## config.mk

```make
export PLATFORM = sky130hd
export DESIGN_NAME = fetch_unit
export DESIGN_NICKNAME = d
export VERILOG_FILES = /design/src/rtl/pipe_pkg.sv /design/src/rtl/fetch_skid_buf.sv /design/src/rtl/fetch_unit.sv
export SDC_FILE = /design/constraint.sdc
export NUM_CORES = 1
export LEC_CHECK = 0
export CAP_MARGIN = 20
export CORE_ASPECT_RATIO = 1.25
export CORE_MARGIN = 5
export CORE_UTILIZATION = 50
export CTS_CLUSTER_SIZE = 25
export DETAILED_ROUTE_END_ITERATION = 10
export GPL_ROUTABILITY_DRIVEN = 0
export PLACE_DENSITY = 0.8
export SLEW_MARGIN = 40
export SYNTH_ARGS = -nofsm -noshare
export SYNTH_HDL_FRONTEND = slang
export SYNTH_SLANG_ARGS = --single-unit
```

## constraint.sdc

```tcl
create_clock -name clk -period 6.4 [get_ports clk]
set_clock_uncertainty 0.2 [all_clocks]
set_input_delay 0.64 -clock clk [delete_from_list [all_inputs] [get_ports clk]]
set_output_delay 0.64 -clock clk [all_outputs]
set_load 0.005 [all_outputs]
```

## src/rtl/pipe_pkg.sv

```systemverilog
// rtl/pipe_pkg.sv - shared widths, bubble encoding and fetch FSM states
package pipe_pkg;

  localparam int          DEF_DATA_W   = 32;
  localparam int          DEF_PC_W     = 9;
  localparam logic [31:0] DEF_NOP_INST = 32'h0000_0013;

  typedef enum logic [1:0] {
    FETCH = 2'd0,
    WAIT  = 2'd1,
    HOLD  = 2'd2,
    DROP  = 2'd3
  } fetch_state_t;

endpackage

```

## src/rtl/fetch_skid_buf.sv

```systemverilog
// rtl/fetch_skid_buf.sv - one-entry {inst,pc} holding slot for a response that arrives while decode is stalled
module fetch_skid_buf
  import pipe_pkg::*;
#(
  parameter int DATA_W = DEF_DATA_W,
  parameter int PC_W   = DEF_PC_W
) (
  input  logic              clk,
  input  logic              rst,
  input  logic              load,
  input  logic              drain,
  input  logic              flush,
  input  logic [DATA_W-1:0] load_inst,
  input  logic [PC_W-1:0]   load_pc,
  output logic              valid,
  output logic [DATA_W-1:0] inst,
  output logic [PC_W-1:0]   pc
);

  // flush wins over load so a redirect in the same cycle never leaves a stale entry
  always_ff @(posedge clk) begin
    if (rst || flush) begin
      valid <= 1'b0;
    end else if (load) begin
      valid <= 1'b1;
    end else if (drain) begin
      valid <= 1'b0;
    end

    if (rst) begin
      inst <= '0;
      pc   <= '0;
    end else if (load && !flush) begin
      inst <= load_inst;
      pc   <= load_pc;
    end
  end

endmodule

```

## src/rtl/fetch_unit.sv

```systemverilog
// rtl/fetch_unit.sv - single-outstanding instruction fetch with stall skid buffer and redirect squash
module fetch_unit
  import pipe_pkg::*;
#(
  parameter int                DATA_W   = DEF_DATA_W,
  parameter int                PC_W     = DEF_PC_W,
  parameter logic [DATA_W-1:0] NOP_INST = DEF_NOP_INST
) (
  input  logic              clk,
  input  logic              rst,
  input  logic              Pause,
  input  logic              Redirect,
  input  logic [PC_W-1:0]   RedirectPC,
  output logic              imem_req,
  output logic [PC_W-1:0]   imem_addr,
  input  logic              imem_rvalid,
  input  logic [DATA_W-1:0] imem_rdata,
  output logic [DATA_W-1:0] inst_out,
  output logic [PC_W-1:0]   opc,
  output logic              inst_valid
);

  fetch_state_t state, state_next;

  logic [PC_W-1:0]   pc, pc_next;
  logic [PC_W-1:0]   req_pc, req_pc_next;
  logic [DATA_W-1:0] inst_next;
  logic [PC_W-1:0]   opc_next;
  logic              valid_next;
  logic              consumed;

  logic              sb_load, sb_drain, sb_flush, sb_valid;
  logic [DATA_W-1:0] sb_inst;
  logic [PC_W-1:0]   sb_pc;

  assign consumed = inst_valid && !Pause;

  fetch_skid_buf #(
    .DATA_W (DATA_W),
    .PC_W   (PC_W)
  ) u_skid (
    .clk       (clk),
    .rst       (rst),
    .load      (sb_load),
    .drain     (sb_drain),
    .flush     (sb_flush),
    .load_inst (imem_rdata),
    .load_pc   (req_pc),
    .valid     (sb_valid),
    .inst      (sb_inst),
    .pc        (sb_pc)
  );

  always_ff @(posedge clk) begin
    if (rst) state <= FETCH;
    else     state <= state_next;
  end

  always_comb begin
    state_next  = state;
    pc_next     = pc;
    req_pc_next = req_pc;
    inst_next   = inst_out;
    opc_next    = opc;
    valid_next  = inst_valid;
    imem_req    = 1'b0;
    imem_addr   = pc;
    sb_load     = 1'b0;
    sb_drain    = 1'b0;
    sb_flush    = 1'b0;

    // a consumed slot becomes a bubble unless something below refills it
    if (consumed) begin
      valid_next = 1'b0;
      inst_next  = NOP_INST;
    end

    unique case (state)
      FETCH: begin
        imem_req    = !rst;
        req_pc_next = pc;
        pc_next     = pc + PC_W'(4);
        state_next  = WAIT;
      end
      WAIT: begin
        if (imem_rvalid) begin
          if (!inst_valid || !Pause) begin
            inst_next  = imem_rdata;
            opc_next   = req_pc;
            valid_next = 1'b1;
            state_next = FETCH;
          end else begin
            sb_load    = 1'b1;
            state_next = HOLD;
          end
        end
      end
      HOLD: begin
        if (!Pause) begin
          inst_next  = sb_inst;
          opc_next   = sb_pc;
          valid_next = sb_valid;
          sb_drain   = 1'b1;
          state_next = FETCH;
        end
      end
      DROP: begin
        if (imem_rvalid) state_next = FETCH;
      end
    endcase

    // a request still in flight after the redirect must be swallowed in DROP
    if (Redirect) begin
      pc_next    = RedirectPC & ~PC_W'(3);
      inst_next  = NOP_INST;
      opc_next   = opc;
      valid_next = 1'b0;
      sb_flush   = 1'b1;
      if ((state == FETCH) || (((state == WAIT) || (state == DROP)) && !imem_rvalid))
        state_next = DROP;
      else
        state_next = FETCH;
    end
  end

  always_ff @(posedge clk) begin
    if (rst) begin
      pc         <= '0;
      req_pc     <= '0;
      inst_out   <= NOP_INST;
      opc        <= '0;
      inst_valid <= 1'b0;
    end else begin
      pc         <= pc_next;
      req_pc     <= req_pc_next;
      inst_out   <= inst_next;
      opc        <= opc_next;
      inst_valid <= valid_next;
    end
  end

endmodule

```

[After elaboration in Yosys (flattened, before gate mapping)]
Cells that the tools add are included.
Cells by class
  muxes and demuxes: 32
  reduce and logical (&&, ||, !) cells: 19
  $add $sub $neg: 1
  equal/unequal tests: 9
  bitwise operators: 1
Operators by type and width (count)
  $mux 32: 4
  $pmux 32 s2: 1
  $mux 9: 5
  $pmux 9 s2: 1
  $mux 1: 13
  $mux 2: 6
  $add 9x3->9 const B: 1
  $ne 3x3->1 const B: 3
  $pmux 2 s4: 1
  $ne 2x2->1 const B: 3
  $reduce_bool 2->1: 3
  $logic_not 1->1: 5
  $reduce_and 5->1: 1
  $eq 2x2->1 const B: 2
  $logic_or 1x1->1: 4
  $logic_and 1x1->1: 3
  $reduce_and 3->1: 1
  $eq 2x1->1 const B: 1
  $logic_not 2->1: 1
  $pmux 1 s2: 1
  $reduce_or 2->1: 1
  $not 1->1: 1
Storage, ports and cells
  input port bits: 46
  output and inout port bits: 52
  register bits after elaboration: 104
  logic and storage cells: 72

[Longest topological paths before layout]
Gate-level depths: netlist (run 1).
  depth after elaboration: 6
  mapped depth: 8
  depth with buffers taken out: 5

[Cells and area by module]
From an unflattened synthesis (run 1), not the netlist that was laid out.
Second synthesis, totals
  cell total of the unflattened synthesis: 556
  area total of the unflattened synthesis: 5313.8 um^2
Modules (own cells, without submodules)
  fetch_unit: area each 3205.6 um^2, seq. area each 1161.1 um^2, cells each 366, times used 1
  fetch_skid_buf: area each 2108.3 um^2, seq. area each 840.8 um^2, cells each 190, times used 1

[Least setup slack after synthesis (run 1)]
OpenSTA, ideal clock, no wires.
  path kind: register to output
  start: register state[0]
  end: output port imem_req
  data required time: 5.560 ns
  arrival: 1.185 ns
  cell stages (with the launch flop): 6
  path buffers: 2
  path slack: 4.375 ns
  cell sequence: dfxtp_1 inv_1 ha_1 clkbuf_1 buf_2 nor2b_1
Between the ends
  longest elaborated chain between the ends: 2
RTL lines
  start: declaration: line fetch_unit.sv:23  | fetch_state_t state, state_next;
  start signal: assignment: line fetch_unit.sv:56  | else state <= state_next;
  $logic_not 2->1: line fetch_unit.sv:78  | unique case (state)
  $mux 1: line fetch_unit.sv:78
  end: declaration: line fetch_unit.sv:14  | output logic imem_req,
No other way between the ends.

[Final worst setup path (run 1)]
  start: input port Redirect
  end: register opc[7]
Between the ends
  longest elaborated chain between the ends: 2
RTL lines
  start: declaration: line fetch_unit.sv:12  | input logic Redirect,
  $not 1->1 (no source line)
  $reduce_and 5->1 (no source line)
  end signal: assignment: line fetch_unit.sv:137  | opc <= opc_next;
  end: declaration: line fetch_unit.sv:19  | output logic [PC_W-1:0] opc,
No other way between the ends.
A chain may end at the register's enable or synchronous reset.

==> tab_implementation.tex, run 1 <==
\begin{tabular}{lr}
\hline
Metric & Value \\
\hline
\multicolumn{2}{l}{\textbf{Detailed routing}} \\
\quad Count of TritonRoute iterations in the first routing pass & 4 \\
\quad Vias per cell & 6.14 \\
\quad Detailed-route wire length & 11,300 µm \\
\quad Average routed wire per standard cell & 17.4 µm \\
\quad Total number of vias & 3,980 \\
\quad Post-route ant nets & 0 \\
\quad Number of design-rule violations left by the first detailed-router iteration & 364 \\
\quad Residual DRC count & 0 \\
\multicolumn{2}{l}{\textbf{Clock network}} \\
\quad Clock latency reported for the late side of the worst-skew pair & 360 ps \\
\quad Clock tree from TritonCTS & yes \\
\quad Reg clk slew, reported paths & 100 ps \\
\quad Gates resized, CTS repair & 0 \\
\quad Inserted Clock Buffers & 9 \\
\quad Post-CTS setup repair buffer count & 0 \\
\quad Root buffer cell & sky130\_fd\_sc\_hd\_\_clkbuf\_8 \\
\quad Clock Path Buffers & 2 \\
\quad Clock sinks & 96 \\
\quad Clock H-tree levels & 3 \\
\quad Hold-fix buffer count after cts & 0 \\
\multicolumn{2}{l}{\textbf{Global routing}} \\
\quad Pin count of the biggest net entering global routing & 54 \\
\quad Overall overflow remaining after global route & 0 \\
\quad Vias in the first global route & 3,858 \\
\quad Number of antenna violations at the first check in global routing & 0 \\
\quad First-pass GRT wire length & 18,700 µm \\
\quad GRT Total Usage & 21.8\% \\
\multicolumn{2}{l}{\textbf{Power and ir drop}} \\
\quad IR Drop Worst-Case VDD & 150 µV \\
\quad Clk pwr share & 30.2\% \\
\quad Relative contribution of sequential cells to total power & 53.2\% \\
\quad P per Cell Area & 224 nW/µm² \\
\quad Cell-internal power & 0.841 mW \\
\quad Power share of the combinational group & 16.5\% \\
\quad Switching part of the total power & 28.5\% \\
\quad Switching power & 0.335 mW \\
\quad Static leakage & 1.72 nW \\
\multicolumn{2}{l}{\textbf{Synth}} \\
\quad Post-synth cell types & 42 \\
\quad Summed instance area of the synthesized netlist & 4240 µm² \\
\quad Cells taking the most area after synthesis & sky130\_fd\_sc\_hd\_\_dfxtp\_1, sky130\_fd\_sc\_hd\_\_a32oi\_1, sky130\_fd\_sc\_hd\_\_nand3\_1, sky130\_fd\_sc\_hd\_\_a21oi\_1, sky130\_fd\_sc\_hd\_\_o21ai\_0 \\
\quad Area share of the leading cell type in the synthesized netlist & 45.3\% \\
\quad Post-synth top area cell & sky130\_fd\_sc\_hd\_\_dfxtp\_1 \\
\quad Post-synthesis sequential area ratio & 45.3\% \\
\quad Mean cell area of the mapped netlist & 8.67 µm² \\
\quad Post-synthesis sequential element count & 96 \\
\quad Gate count after technology mapping & 489 \\
\quad Synth warn & 0 \\
\multicolumn{2}{l}{\textbf{Worst setup path}} \\
\quad Endpoint of the most critical register-to-register path & u\_skid.inst[6] \\
\quad Setup crit start & Redirect \\
\quad Stage delay of the slowest cell on the critical path & 730 ps \\
\quad Endpoint required time on the critical path & 6450 ps \\
\quad Critical Setup Path Class & input pin to flop \\
\quad Crit-path slowest cell & sky130\_fd\_sc\_hd\_\_clkinv\_2 \\
\quad Series of cell instances along the critical path & clkdlybuf4s50\_1, buf\_4, clkinv\_2, o2111ai\_2, mux2\_2 \\
\quad End point of the critical path & opc[7] \\
\quad Worst R2R Start & state[1] \\
\quad Crit path max fanout & 53 \\
\quad Launching element type of the critical path & input pin \\
\quad Slack of the worst reg-to-reg path & 3900 ps \\
\quad Arrival time at the worst endpoint & 3170 ps \\
\quad Path depth of the worst reg2reg path & 6 \\
\quad CP Capture Type & flop \\
\multicolumn{2}{l}{\textbf{Layout}} \\
\quad Fraction of final layout cells with drive strength greater than 1 & 7.26\% \\
\quad Number of nets at the end of the flow & 598 \\
\quad Relative area change from synthesis to final layout & 24.0\% \\
\quad \# diodes & 0 \\
\quad Most common cell after layout, fill and taps aside & sky130\_fd\_sc\_hd\_\_dfxtp\_1 \\
\quad Most frequent cells in the layout & sky130\_fd\_sc\_hd\_\_dfxtp\_1, sky130\_fd\_sc\_hd\_\_clkdlybuf4s50\_1, sky130\_fd\_sc\_hd\_\_nand3\_1 \\
\quad Fill count & 711 \\
\multicolumn{2}{l}{\textbf{Place}} \\
\quad Worst setup slack before clock tree synthesis & 3130 ps \\
\quad Number of port buffers & 91 \\
\quad DP Wirelength & 7240 µm \\
\multicolumn{2}{l}{\textbf{STA}} \\
\quad Count of endpoints failing setup in the final report & 0 \\
\quad Crit path setup slack, layout & 3280 ps \\
\quad Minimum period implied by the final worst setup slack & 3120 ps \\
\quad Setup repair after global routing missed its margin & no \\
\quad Number of pins with negative max-slew slack in the final report & 0 \\
\quad Highest clock rate & 321 MHz \\
\quad Worst hold slack & 273 ps \\
\quad Setup TNS Final & 0 ps \\
\quad Post-route clock period utilization & 48.7\% \\
\quad Transition time at the pin with the least slew margin & 766 ps \\
\quad Tightest slew margin relative to the limit & 48.9\% \\
\quad Final hold violations & 0 \\
\multicolumn{2}{l}{\textbf{Die}} \\
\quad Number of top-level pins & 98 \\
\quad Starting Density & 51.5\% \\
\quad Total Die Area & 10,400 µm² \\
\quad Core Region & 8240 µm² \\
\quad FP Rows & 37 \\
\quad X dimension of the die & 92.4 µm \\
\quad Vert. Die Dim & 113 µm \\
\multicolumn{2}{l}{\textbf{Run}} \\
\quad Count of maximum capacitance violations & 0 \\
\multicolumn{2}{l}{\textbf{Hold path}} \\
\quad Class of the most critical hold timing path & flop to flop \\
\multicolumn{2}{l}{\textbf{Status}} \\
\quad Status & finished, final reports clean \\
\hline
\end{tabular}
[synthesized netlist by cell type]
| library cell | number |
|---|---|
| sky130_fd_sc_hd__a211oi_1 | 5 |
| sky130_fd_sc_hd__a21boi_0 | 1 |
| sky130_fd_sc_hd__a21o_1 | 2 |
| sky130_fd_sc_hd__a21oi_1 | 42 |
| sky130_fd_sc_hd__a222oi_1 | 1 |
| sky130_fd_sc_hd__a311oi_1 | 4 |
| sky130_fd_sc_hd__a31oi_1 | 1 |
| sky130_fd_sc_hd__a32oi_1 | 32 |
| sky130_fd_sc_hd__and2_1 | 2 |
| sky130_fd_sc_hd__and4_1 | 2 |
| sky130_fd_sc_hd__buf_1 | 3 |
| sky130_fd_sc_hd__buf_2 | 18 |
| sky130_fd_sc_hd__buf_4 | 5 |
| sky130_fd_sc_hd__buf_6 | 1 |
| sky130_fd_sc_hd__clkbuf_1 | 27 |
| sky130_fd_sc_hd__clkbuf_2 | 1 |
| sky130_fd_sc_hd__conb_1 | 1 |
| sky130_fd_sc_hd__dfxtp_1 | 96 |
| sky130_fd_sc_hd__ha_1 | 6 |
| sky130_fd_sc_hd__inv_1 | 3 |
| sky130_fd_sc_hd__inv_2 | 2 |
| sky130_fd_sc_hd__mux2_2 | 8 |
| sky130_fd_sc_hd__mux2i_1 | 14 |
| sky130_fd_sc_hd__nand2_1 | 41 |
| sky130_fd_sc_hd__nand2b_1 | 3 |
| sky130_fd_sc_hd__nand3_1 | 45 |
| sky130_fd_sc_hd__nand4_1 | 3 |
| sky130_fd_sc_hd__nor2_1 | 20 |
| sky130_fd_sc_hd__nor2_2 | 1 |
| sky130_fd_sc_hd__nor2b_1 | 10 |
| sky130_fd_sc_hd__o2111ai_1 | 3 |
| sky130_fd_sc_hd__o2111ai_2 | 1 |
| sky130_fd_sc_hd__o211ai_1 | 2 |
| sky130_fd_sc_hd__o21ai_0 | 42 |
| sky130_fd_sc_hd__o21bai_1 | 1 |
| sky130_fd_sc_hd__o221ai_1 | 3 |
| sky130_fd_sc_hd__o22ai_1 | 29 |
| sky130_fd_sc_hd__or2_2 | 1 |
| sky130_fd_sc_hd__or3_1 | 2 |
| sky130_fd_sc_hd__or4_1 | 1 |
| sky130_fd_sc_hd__xnor2_1 | 1 |
| sky130_fd_sc_hd__xor2_1 | 3 |
[kinds of logic after synthesis]
| logic type | after synthesis | share of synthesized area, % |
|---|---|---|
| compound gates | 169 | 25.5 |
| xor+xnor | 4 | 0.826 |
| fa+ha+maj | 6 | 1.77 |
| buf+inv | 60 | 6.49 |
| flops | 96 | 45.3 |
| mux | 22 | 5.43 |
| other cells | 1 | 0.0884 |
| simple gates | 131 | 14.5 |
[per-stage QoR]
stage,utilization (%),cells,power (mW),cell area (µm²)
global route,63.8,648,1.23,5260
CTS,63.8,648,1.18,5260
finish,63.8,648,1.18,5260
floorplan,-,492,0.758,4250
global placement,61.6,632,0.826,5080
detailed placement,61.7,632,0.833,5080
[registers in the layout, summed over array words and instances (netlist names)]
register and flops:
inst_valid 1, req_pc 7, imem_addr 7, state 2, u_skid.valid 1, inst_out 32
u_skid.inst 32, opc 7, u_skid.pc 7
[power groups by stage]
stage / logic, mW / registers (mW) / clock network (mW)
final: 0.195 / 0.626 / 0.355
after global routing: 0.213 / 0.629 / 0.391
after CTS: 0.194 / 0.626 / 0.363
after detailed placement: 0.193 / 0.640 / 0
after global placement: 0.187 / 0.639 / 0
after floorplan: 0.122 / 0.636 / 0
[metal layers]
| metal | vias up | share of wire [%] | track usage [%] |
|---|---|---|---|
| met5 | - | 0 | 0 |
| met4 | 0 | 2.6 | 8.52 |
| met3 | 29 | 5.8 | 4.45 |
| met2 | 137 | 51 | 37.2 |
| met1 | 1902 | 41 | 27.0 |
| li1 | 1912 | - | - |
[cell type report]
cell class / count / area [µm²] / area share, %
multi-input cells: 336 / 2060 / 39.3
clock buffers: 10 / 128 / 2.43
clock inverters: 6 / 43.8 / 0.833
repair buffers: 98 / 958 / 18.2
inverters: 5 / 20.0 / 0.381
well taps: 97 / 121 / 2.31
flip-flops and latches: 96 / 1920 / 36.6
[worst min path at each step]
stage / start / end / slack (ps) / cells after the start
2_1_floorplan: u_skid.valid / u_skid.valid / 250 / 2
3_3_place_gp: inst_out[22] / inst_out[22] / 260 / 2
3_5_place_dp: inst_out[20] / inst_out[20] / 260 / 2
4_1_cts: inst_out[21] / inst_out[21] / 270 / 2
5_1_grt: inst_out[21] / inst_out[21] / 290 / 2
6_report: inst_out[24] / inst_out[24] / 270 / 2
[worst max-delay path, delay by kind of cell]
family / cells / cell delay, ps
multiplexers: 1 / 390
AO/OA/AOI/OAI: 1 / 510
buffers and inverters: 3 / 1580
Power figures use the tool's default switching activity.
==> inputs of run 2 (changes only) <==
--- a/config.mk
+++ b/config.mk
@@ -8,11 +8,11 @@
 export CAP_MARGIN = 20
 export CORE_ASPECT_RATIO = 1.25
 export CORE_MARGIN = 5
-export CORE_UTILIZATION = 50
+export CORE_UTILIZATION = 45
 export CTS_CLUSTER_SIZE = 25
 export DETAILED_ROUTE_END_ITERATION = 10
 export GPL_ROUTABILITY_DRIVEN = 0
-export PLACE_DENSITY = 0.8
+export PLACE_DENSITY = 0.76
 export SLEW_MARGIN = 40
 export SYNTH_ARGS = -nofsm -noshare
 export SYNTH_HDL_FRONTEND = slang
==> constraint.sdc (replaced) <==
create_clock -name clk -period 2.52 [get_ports clk]
set_clock_uncertainty 0.2 [all_clocks]
set_input_delay 0.252 -clock clk [delete_from_list [all_inputs] [get_ports clk]]
set_output_delay 0.252 -clock clk [all_outputs]
set_load 0.005 [all_outputs]
==> tab_implementation.tex, run 2 (synthesis results as in run 1) <==
\begin{tabular}{lr}
\hline
Metric & Value \\
\hline
\multicolumn{2}{l}{\textbf{Place}} \\
\quad Number of port buffers & 91 (unchanged) \\
\quad Post-detailed-placement cell area & 5230 µm² (was 5080 µm²) \\
\quad DP Wirelength & 7860 µm (was 7240 µm) \\
\multicolumn{2}{l}{\textbf{Layout}} \\
\quad Relative area change from synthesis to final layout & 29.9\% (was 24.0\%) \\
\quad Most common cell after layout, fill and taps aside & sky130\_fd\_sc\_hd\_\_dfxtp\_1 (unchanged) \\
\quad Fill count & 812 (was 711) \\
\quad Fraction of final layout cells with drive strength greater than 1 & 9.20\% (was 7.26\%) \\
\quad Share of the core filled with cells in the final layout & 60.1\% (was 63.8\%) \\
\quad \# diodes & 0 (unchanged) \\
\quad Largest regs & inst\_out (32), u\_skid.inst (32) (unchanged) \\
\quad Cell area after layout & 5510 µm² (was 5260 µm²) \\
\quad Most frequent cells in the layout & sky130\_fd\_sc\_hd\_\_dfxtp\_1, sky130\_fd\_sc\_hd\_\_clkdlybuf4s50\_1, sky130\_fd\_sc\_hd\_\_nand3\_1 (unchanged) \\
\quad Number of nets at the end of the flow & 612 (was 598) \\
\multicolumn{2}{l}{\textbf{Power and ir drop}} \\
\quad Static leakage & 1.83 nW (was 1.72 nW) \\
\quad P per Cell Area & 617 nW/µm² (was 224 nW/µm²) \\
\quad Post-route total power & 3.40 mW (was 1.18 mW) \\
\quad IR Drop Worst-Case VDD & 336 µV (was 150 µV) \\
\multicolumn{2}{l}{\textbf{Clock network}} \\
\quad Post-CTS setup repair buffer count & 0 (unchanged) \\
\quad Root buffer cell & sky130\_fd\_sc\_hd\_\_clkbuf\_16 (was sky130\_fd\_sc\_hd\_\_clkbuf\_8) \\
\quad Gates resized, CTS repair & 0 (unchanged) \\
\quad Clock sinks & 96 (unchanged) \\
\quad Reg clk slew, reported paths & 70 ps (was 100 ps) \\
\quad Inserted Clock Buffers & 9 (unchanged) \\
\quad Clock Path Buffers & 2 (unchanged) \\
\quad Hold-fix buffer count after cts & 0 (unchanged) \\
\quad Clock tree from TritonCTS & yes (unchanged) \\
\quad Clock H-tree levels & 3 (unchanged) \\
\quad Clock latency reported for the late side of the worst-skew pair & 350 ps (was 360 ps) \\
\multicolumn{2}{l}{\textbf{Die}} \\
\quad Vert. Die Dim & 119 µm (was 113 µm) \\
\quad Core Region & 9170 µm² (was 8240 µm²) \\
\quad Starting Density & 46.2\% (was 51.5\%) \\
\quad Total Die Area & 11,500 µm² (was 10,400 µm²) \\
\quad Number of top-level pins & 98 (unchanged) \\
\quad X dimension of the die & 96.8 µm (was 92.4 µm) \\
\quad FP Rows & 39 (was 37) \\
\multicolumn{2}{l}{\textbf{STA}} \\
\quad Worst hold slack & 168 ps (was 273 ps) \\
\quad Final hold violations & 0 (unchanged) \\
\quad Setup repair after global routing missed its margin & no (unchanged) \\
\quad Setup TNS Final & 0 ps (unchanged) \\
\quad Count of endpoints failing setup in the final report & 0 (unchanged) \\
\quad Number of pins with negative max-slew slack in the final report & 0 (unchanged) \\
\quad Highest clock rate & 453 MHz \\
\quad Minimum period implied by the final worst setup slack & 2210 ps \\
\quad Post-route clock period utilization & 87.7\% \\
\multicolumn{2}{l}{\textbf{Run}} \\
\quad Count of maximum capacitance violations & 0 (unchanged) \\
\multicolumn{2}{l}{\textbf{Global routing}} \\
\quad Overall overflow remaining after global route & 0 (unchanged) \\
\quad GRT Total Usage & 20.4\% (was 21.8\%) \\
\quad Vias in the first global route & 3,927 (was 3,858) \\
\quad Pin count of the biggest net entering global routing & 40 (was 54) \\
\quad First-pass GRT wire length & 19,500 µm (was 18,700 µm) \\
\quad Number of antenna violations at the first check in global routing & 0 (unchanged) \\
\multicolumn{2}{l}{\textbf{Worst setup path}} \\
\quad Setup crit start & state[0] (was Redirect) \\
\quad Arrival time at the worst endpoint & 1760 ps (was 3170 ps) \\
\quad CP Capture Type & output port (was flop) \\
\quad Endpoint of the most critical register-to-register path & inst\_out[14] (was u\_skid.inst[6]) \\
\quad Worst R2R Start & state[0] (was state[1]) \\
\quad Slack of the worst reg-to-reg path & 380 ps (was 3900 ps) \\
\quad Crit path max fanout & 6 (was 53) \\
\quad Endpoint required time on the critical path & 2070 ps (was 6450 ps) \\
\quad Launching element type of the critical path & flop (was input pin) \\
\quad End point of the critical path & imem\_req (was opc[7]) \\
\quad Critical Setup Path Class & flop to output port (was input pin to flop) \\
\quad Path depth of the worst reg2reg path & 5 (was 6) \\
\multicolumn{2}{l}{\textbf{Status}} \\
\quad Status & finished, final reports clean (unchanged) \\
\multicolumn{2}{l}{\textbf{Detailed routing}} \\
\quad Total met2 wirelength after detailed routing & 5950 µm (was 5720 µm) \\
\quad Count of TritonRoute iterations in the first routing pass & 5 (was 4) \\
\quad Post-route ant nets & 0 (unchanged) \\
\quad Top layer used by detailed routing & met4 (unchanged) \\
\quad Residual DRC count & 0 (unchanged) \\
\quad Routed met3 length & 684 µm (was 650 µm) \\
\quad Met1 Wirelength & 4940 µm (was 4610 µm) \\
\quad Total number of vias & 4,048 (was 3,980) \\
\quad Average routed wire per standard cell & 17.1 µm (was 17.4 µm) \\
\quad Vias per cell & 5.88 (was 6.14) \\
\quad Number of design-rule violations left by the first detailed-router iteration & 345 (was 364) \\
\quad Detailed-route wire length & 11,800 µm (was 11,300 µm) \\
\multicolumn{2}{l}{\textbf{Hold path}} \\
\quad Class of the most critical hold timing path & input pin to flop (was flop to flop) \\
\hline
\end{tabular}
==> run 2: critical path, cell delays in order, from the launching register on <==
cell	delay, ps
sky130_fd_sc_hd__dfxtp_1	440
sky130_fd_sc_hd__inv_1	120
sky130_fd_sc_hd__ha_1	230
sky130_fd_sc_hd__nor2b_1	130
sky130_fd_sc_hd__clkdlybuf4s50_1	490
==> run 2: how the worst min path moves through the flow <==
stage	start	end	slack (ps)	cells past startpoint
finish	rst	u_skid.inst[24]	170	2
global route	rst	u_skid.inst[4]	170	2
CTS	rst	u_skid.inst[2]	160	2
detailed placement	inst_out[22]	inst_out[22]	260	2
global placement	inst_out[22]	inst_out[22]	260	2
floorplan	RedirectPC[2]	imem_addr[2]	200	2
==> run 2: per-stage QoR <==
step	worst slack [ps]	instances
2_1_floorplan	500	492
3_3_place_gp	345	672
3_5_place_dp	328	672
4_1_cts	302	688
5_1_grt	219	688
6_report	310	688
==> run 2: cell type report <==
type / count / area, µm² / share of cell area (%)
Multi-Input combinational cell: 336 / 2060 / 37.4
Sequential cell: 96 / 1920 / 34.9
Timing Repair Buffer: 112 / 1080 / 19.5
Clock buffer: 9 / 225 / 4.09
Tap cell: 123 / 154 / 2.79
Clock inverter: 7 / 55.1 / 0.999
Inverter: 5 / 18.8 / 0.341
==> run 2: routing by layer <==
layer	track usage (%)	vias up
li1	-	1941
met1	24.8	1931
met2	34.8	162
met3	4.83	14
met4	7.73	0
met5	0	-
==> run 2: power by group <==
group / internal (mW) / switching [mW] / leakage, nW
logic: 0.236 / 0.278 / 0.919
clock network: 0.681 / 0.612 / 0.138
registers: 1.55 / 0.0383 / 0.777
==> inputs of run 3 (changes only) <==
--- a/config.mk
+++ b/config.mk
@@ -8,11 +8,13 @@
 export CAP_MARGIN = 20
 export CORE_ASPECT_RATIO = 1.25
 export CORE_MARGIN = 5
-export CORE_UTILIZATION = 45
+export CORE_UTILIZATION = 47
+export CTS_BUF_LIST = sky130_fd_sc_hd__clkbuf_2
 export CTS_CLUSTER_SIZE = 25
 export DETAILED_ROUTE_END_ITERATION = 10
 export GPL_ROUTABILITY_DRIVEN = 0
-export PLACE_DENSITY = 0.76
+export MAX_ROUTING_LAYER = met4
+export PLACE_DENSITY = 0.79
 export SLEW_MARGIN = 40
 export SYNTH_ARGS = -nofsm -noshare
 export SYNTH_HDL_FRONTEND = slang
==> tab_implementation.tex, run 3 (synthesis results as in run 1) <==
\begin{tabular}{lr}
\hline
Metric & Value \\
\hline
\multicolumn{2}{l}{\textbf{Place}} \\
\quad Number of placed instances with taps included & 669 (was 672) \\
\quad Number of port buffers & 91 (unchanged) \\
\quad DP Wirelength & 7920 µm (was 7860 µm) \\
\multicolumn{2}{l}{\textbf{Die}} \\
\quad Core Region & 8750 µm² (was 9170 µm²) \\
\quad FP Rows & 38 (was 39) \\
\quad Total Die Area & 11,000 µm² (was 11,500 µm²) \\
\quad Vert. Die Dim & 116 µm (was 119 µm) \\
\quad Number of top-level pins & 98 (unchanged) \\
\quad Starting Density & 48.5\% (was 46.2\%) \\
\quad X dimension of the die & 95.0 µm (was 96.8 µm) \\
\multicolumn{2}{l}{\textbf{Worst setup path}} \\
\quad Crit-path slowest cell & sky130\_fd\_sc\_hd\_\_clkdlybuf4s50\_1 (unchanged) \\
\quad CP Capture Type & output port (unchanged) \\
\quad Series of cell instances along the critical path & inv\_1, ha\_1, nor2b\_2, clkdlybuf4s50\_1 (was inv\_1, ha\_1, nor2b\_1, clkdlybuf4s50\_1) \\
\quad Crit path max fanout & 6 (unchanged) \\
\quad Launching element type of the critical path & flop (unchanged) \\
\quad Endpoint required time on the critical path & 2070 ps (about the same) \\
\quad Stage delay of the slowest cell on the critical path & 530 ps (was 490 ps) \\
\quad Arrival time at the worst endpoint & 1950 ps (was 1760 ps) \\
\quad Critical Setup Path Class & flop to output port (unchanged) \\
\multicolumn{2}{l}{\textbf{Clock network}} \\
\quad Reg clk slew, reported paths & 250 ps (was 70 ps) \\
\quad Clock Path Buffers & 2 (unchanged) \\
\quad Inserted Clock Buffers & 9 (unchanged) \\
\quad Clock sinks & 96 (unchanged) \\
\quad Clock latency reported for the late side of the worst-skew pair & 540 ps (was 350 ps) \\
\quad Root buffer cell & sky130\_fd\_sc\_hd\_\_clkbuf\_2 (was sky130\_fd\_sc\_hd\_\_clkbuf\_16) \\
\quad Clock tree from TritonCTS & yes (unchanged) \\
\quad Clock H-tree levels & 3 (unchanged) \\
\multicolumn{2}{l}{\textbf{Power and ir drop}} \\
\quad Static leakage & 1.76 nW (was 1.83 nW) \\
\quad IR Drop Worst-Case VDD & 272 µV (was 336 µV) \\
\quad P per Cell Area & 517 nW/µm² (was 617 nW/µm²) \\
\quad Post-route total power & 2.76 mW (was 3.40 mW) \\
\multicolumn{2}{l}{\textbf{Global routing}} \\
\quad Vias in the first global route & 4,028 (was 3,927) \\
\quad Number of antenna violations at the first check in global routing & 0 (unchanged) \\
\quad GRT Total Usage & 22.3\% (was 20.4\%) \\
\quad Pin count of the biggest net entering global routing & 43 (was 40) \\
\quad First-pass GRT wire length & 19,000 µm (was 19,500 µm) \\
\quad Overall overflow remaining after global route & 0 (unchanged) \\
\multicolumn{2}{l}{\textbf{Layout}} \\
\quad Largest regs & inst\_out (32), u\_skid.inst (32) (unchanged) \\
\quad Number of standard cells in the final layout excluding fillers & 686 (was 688) \\
\quad Number of nets at the end of the flow & 613 (was 612) \\
\quad \# diodes & 0 (unchanged) \\
\quad Most common cell after layout, fill and taps aside & sky130\_fd\_sc\_hd\_\_dfxtp\_1 (unchanged) \\
\quad Relative area change from synthesis to final layout & 25.8\% (was 29.9\%) \\
\quad Most frequent cells in the layout & sky130\_fd\_sc\_hd\_\_dfxtp\_1, sky130\_fd\_sc\_hd\_\_clkdlybuf4s50\_1, sky130\_fd\_sc\_hd\_\_nand3\_1 (unchanged) \\
\quad Fraction of final layout cells with drive strength greater than 1 & 9.36\% (was 9.20\%) \\
\multicolumn{2}{l}{\textbf{Hold path}} \\
\quad Class of the most critical hold timing path & input pin to flop (unchanged) \\
\multicolumn{2}{l}{\textbf{STA}} \\
\quad Post-route clock period utilization & 95.4\% (was 87.7\%) \\
\quad Transition time at the pin with the least slew margin & 672 ps \\
\quad Minimum period implied by the final worst setup slack & 2400 ps (was 2210 ps) \\
\quad Setup TNS Final & 0 ps (unchanged) \\
\quad Worst hold slack & 53.6 ps (was 168 ps) \\
\quad Number of pins with negative max-slew slack in the final report & 0 (unchanged) \\
\quad Highest clock rate & 416 MHz (was 453 MHz) \\
\quad Final hold violations & 0 (unchanged) \\
\quad Setup repair after global routing missed its margin & no (unchanged) \\
\quad Tightest slew margin relative to the limit & 55.2\% \\
\quad Count of endpoints failing setup in the final report & 0 (unchanged) \\
\multicolumn{2}{l}{\textbf{Detailed routing}} \\
\quad Total number of vias & 4,088 (was 4,048) \\
\quad Vias per cell & 5.96 (was 5.88) \\
\quad Detailed-route wire length & 11,800 µm (about the same) \\
\quad Post-route ant nets & 0 (unchanged) \\
\quad Count of TritonRoute iterations in the first routing pass & 7 (was 5) \\
\quad Residual DRC count & 0 (unchanged) \\
\quad Average routed wire per standard cell & 17.3 µm (was 17.1 µm) \\
\quad Number of design-rule violations left by the first detailed-router iteration & 313 (was 345) \\
\multicolumn{2}{l}{\textbf{Status}} \\
\quad Status & finished, final reports clean (unchanged) \\
\multicolumn{2}{l}{\textbf{Run}} \\
\quad Count of maximum capacitance violations & 0 (unchanged) \\
\hline
\end{tabular}
[run 3: area by class of cell]
| class | instances | area [µm²] |
|---|---|---|
| clock inverter | 6 | 33.8 |
| timing repair buffer | 113 | 1100 |
| clock buffer | 10 | 50.0 |
| sequential | 96 | 1920 |
| inverter | 5 | 18.8 |
| tap | 120 | 150 |
| fill | 796 | 3410 |
| multi-input combinational | 336 | 2060 |
[run 3: critical path, delay by kind of cell, from the launching register on]
kind          cells  cell delay (ps)
fa+ha+maj         1              190
buf+inv           2              630
flops             1              410
simple gates      1              170
[run 3: repair_timing]
action / in CTS / in global routing
setup buffers: 0 / 0
resized for setup: 0 / 3
hold buffers: 1 / 0
endpoints found under the hold margin: 12 / 0
endpoints found under the setup margin: 0 / 1
[run 3: path summary, 6_finish.rpt]
kind	start	to	slack (ps)	cells after the start
max reg2reg	state[0]	inst_out[9]	370	6
max	state[0]	imem_req	120	4
min	RedirectPC[3]	imem_addr[3]	50	3
min reg2reg	inst_out[16]	inst_out[16]	290	2
[run 3: metal layers]
metal / up-vias / wire (µm) / track usage (%)
met5: - / 0 / -
met4: 0 / 231 / 8.95
met3: 16 / 732 / 3.61
met2: 153 / 6210 / 38.9
met1: 1983 / 4660 / 25.2
li1: 1936 / - / -
[run 3: metrics by stage]
stage | util (%) | area [µm²] | setup slack (ps)
2_1_floorplan | - | 4250 | 500
3_3_place_gp | 59.9 | 5240 | 219
3_5_place_dp | 59.9 | 5240 | 198
4_1_cts | 60.9 | 5330 | 8.83
5_1_grt | 61.0 | 5340 | 9.49
6_report | 61.0 | 5340 | 116
[run 3: power by group]
group          switching (mW)  internal, mW
registers              0.0363          1.56
logic                   0.287         0.243
clock network           0.508         0.128
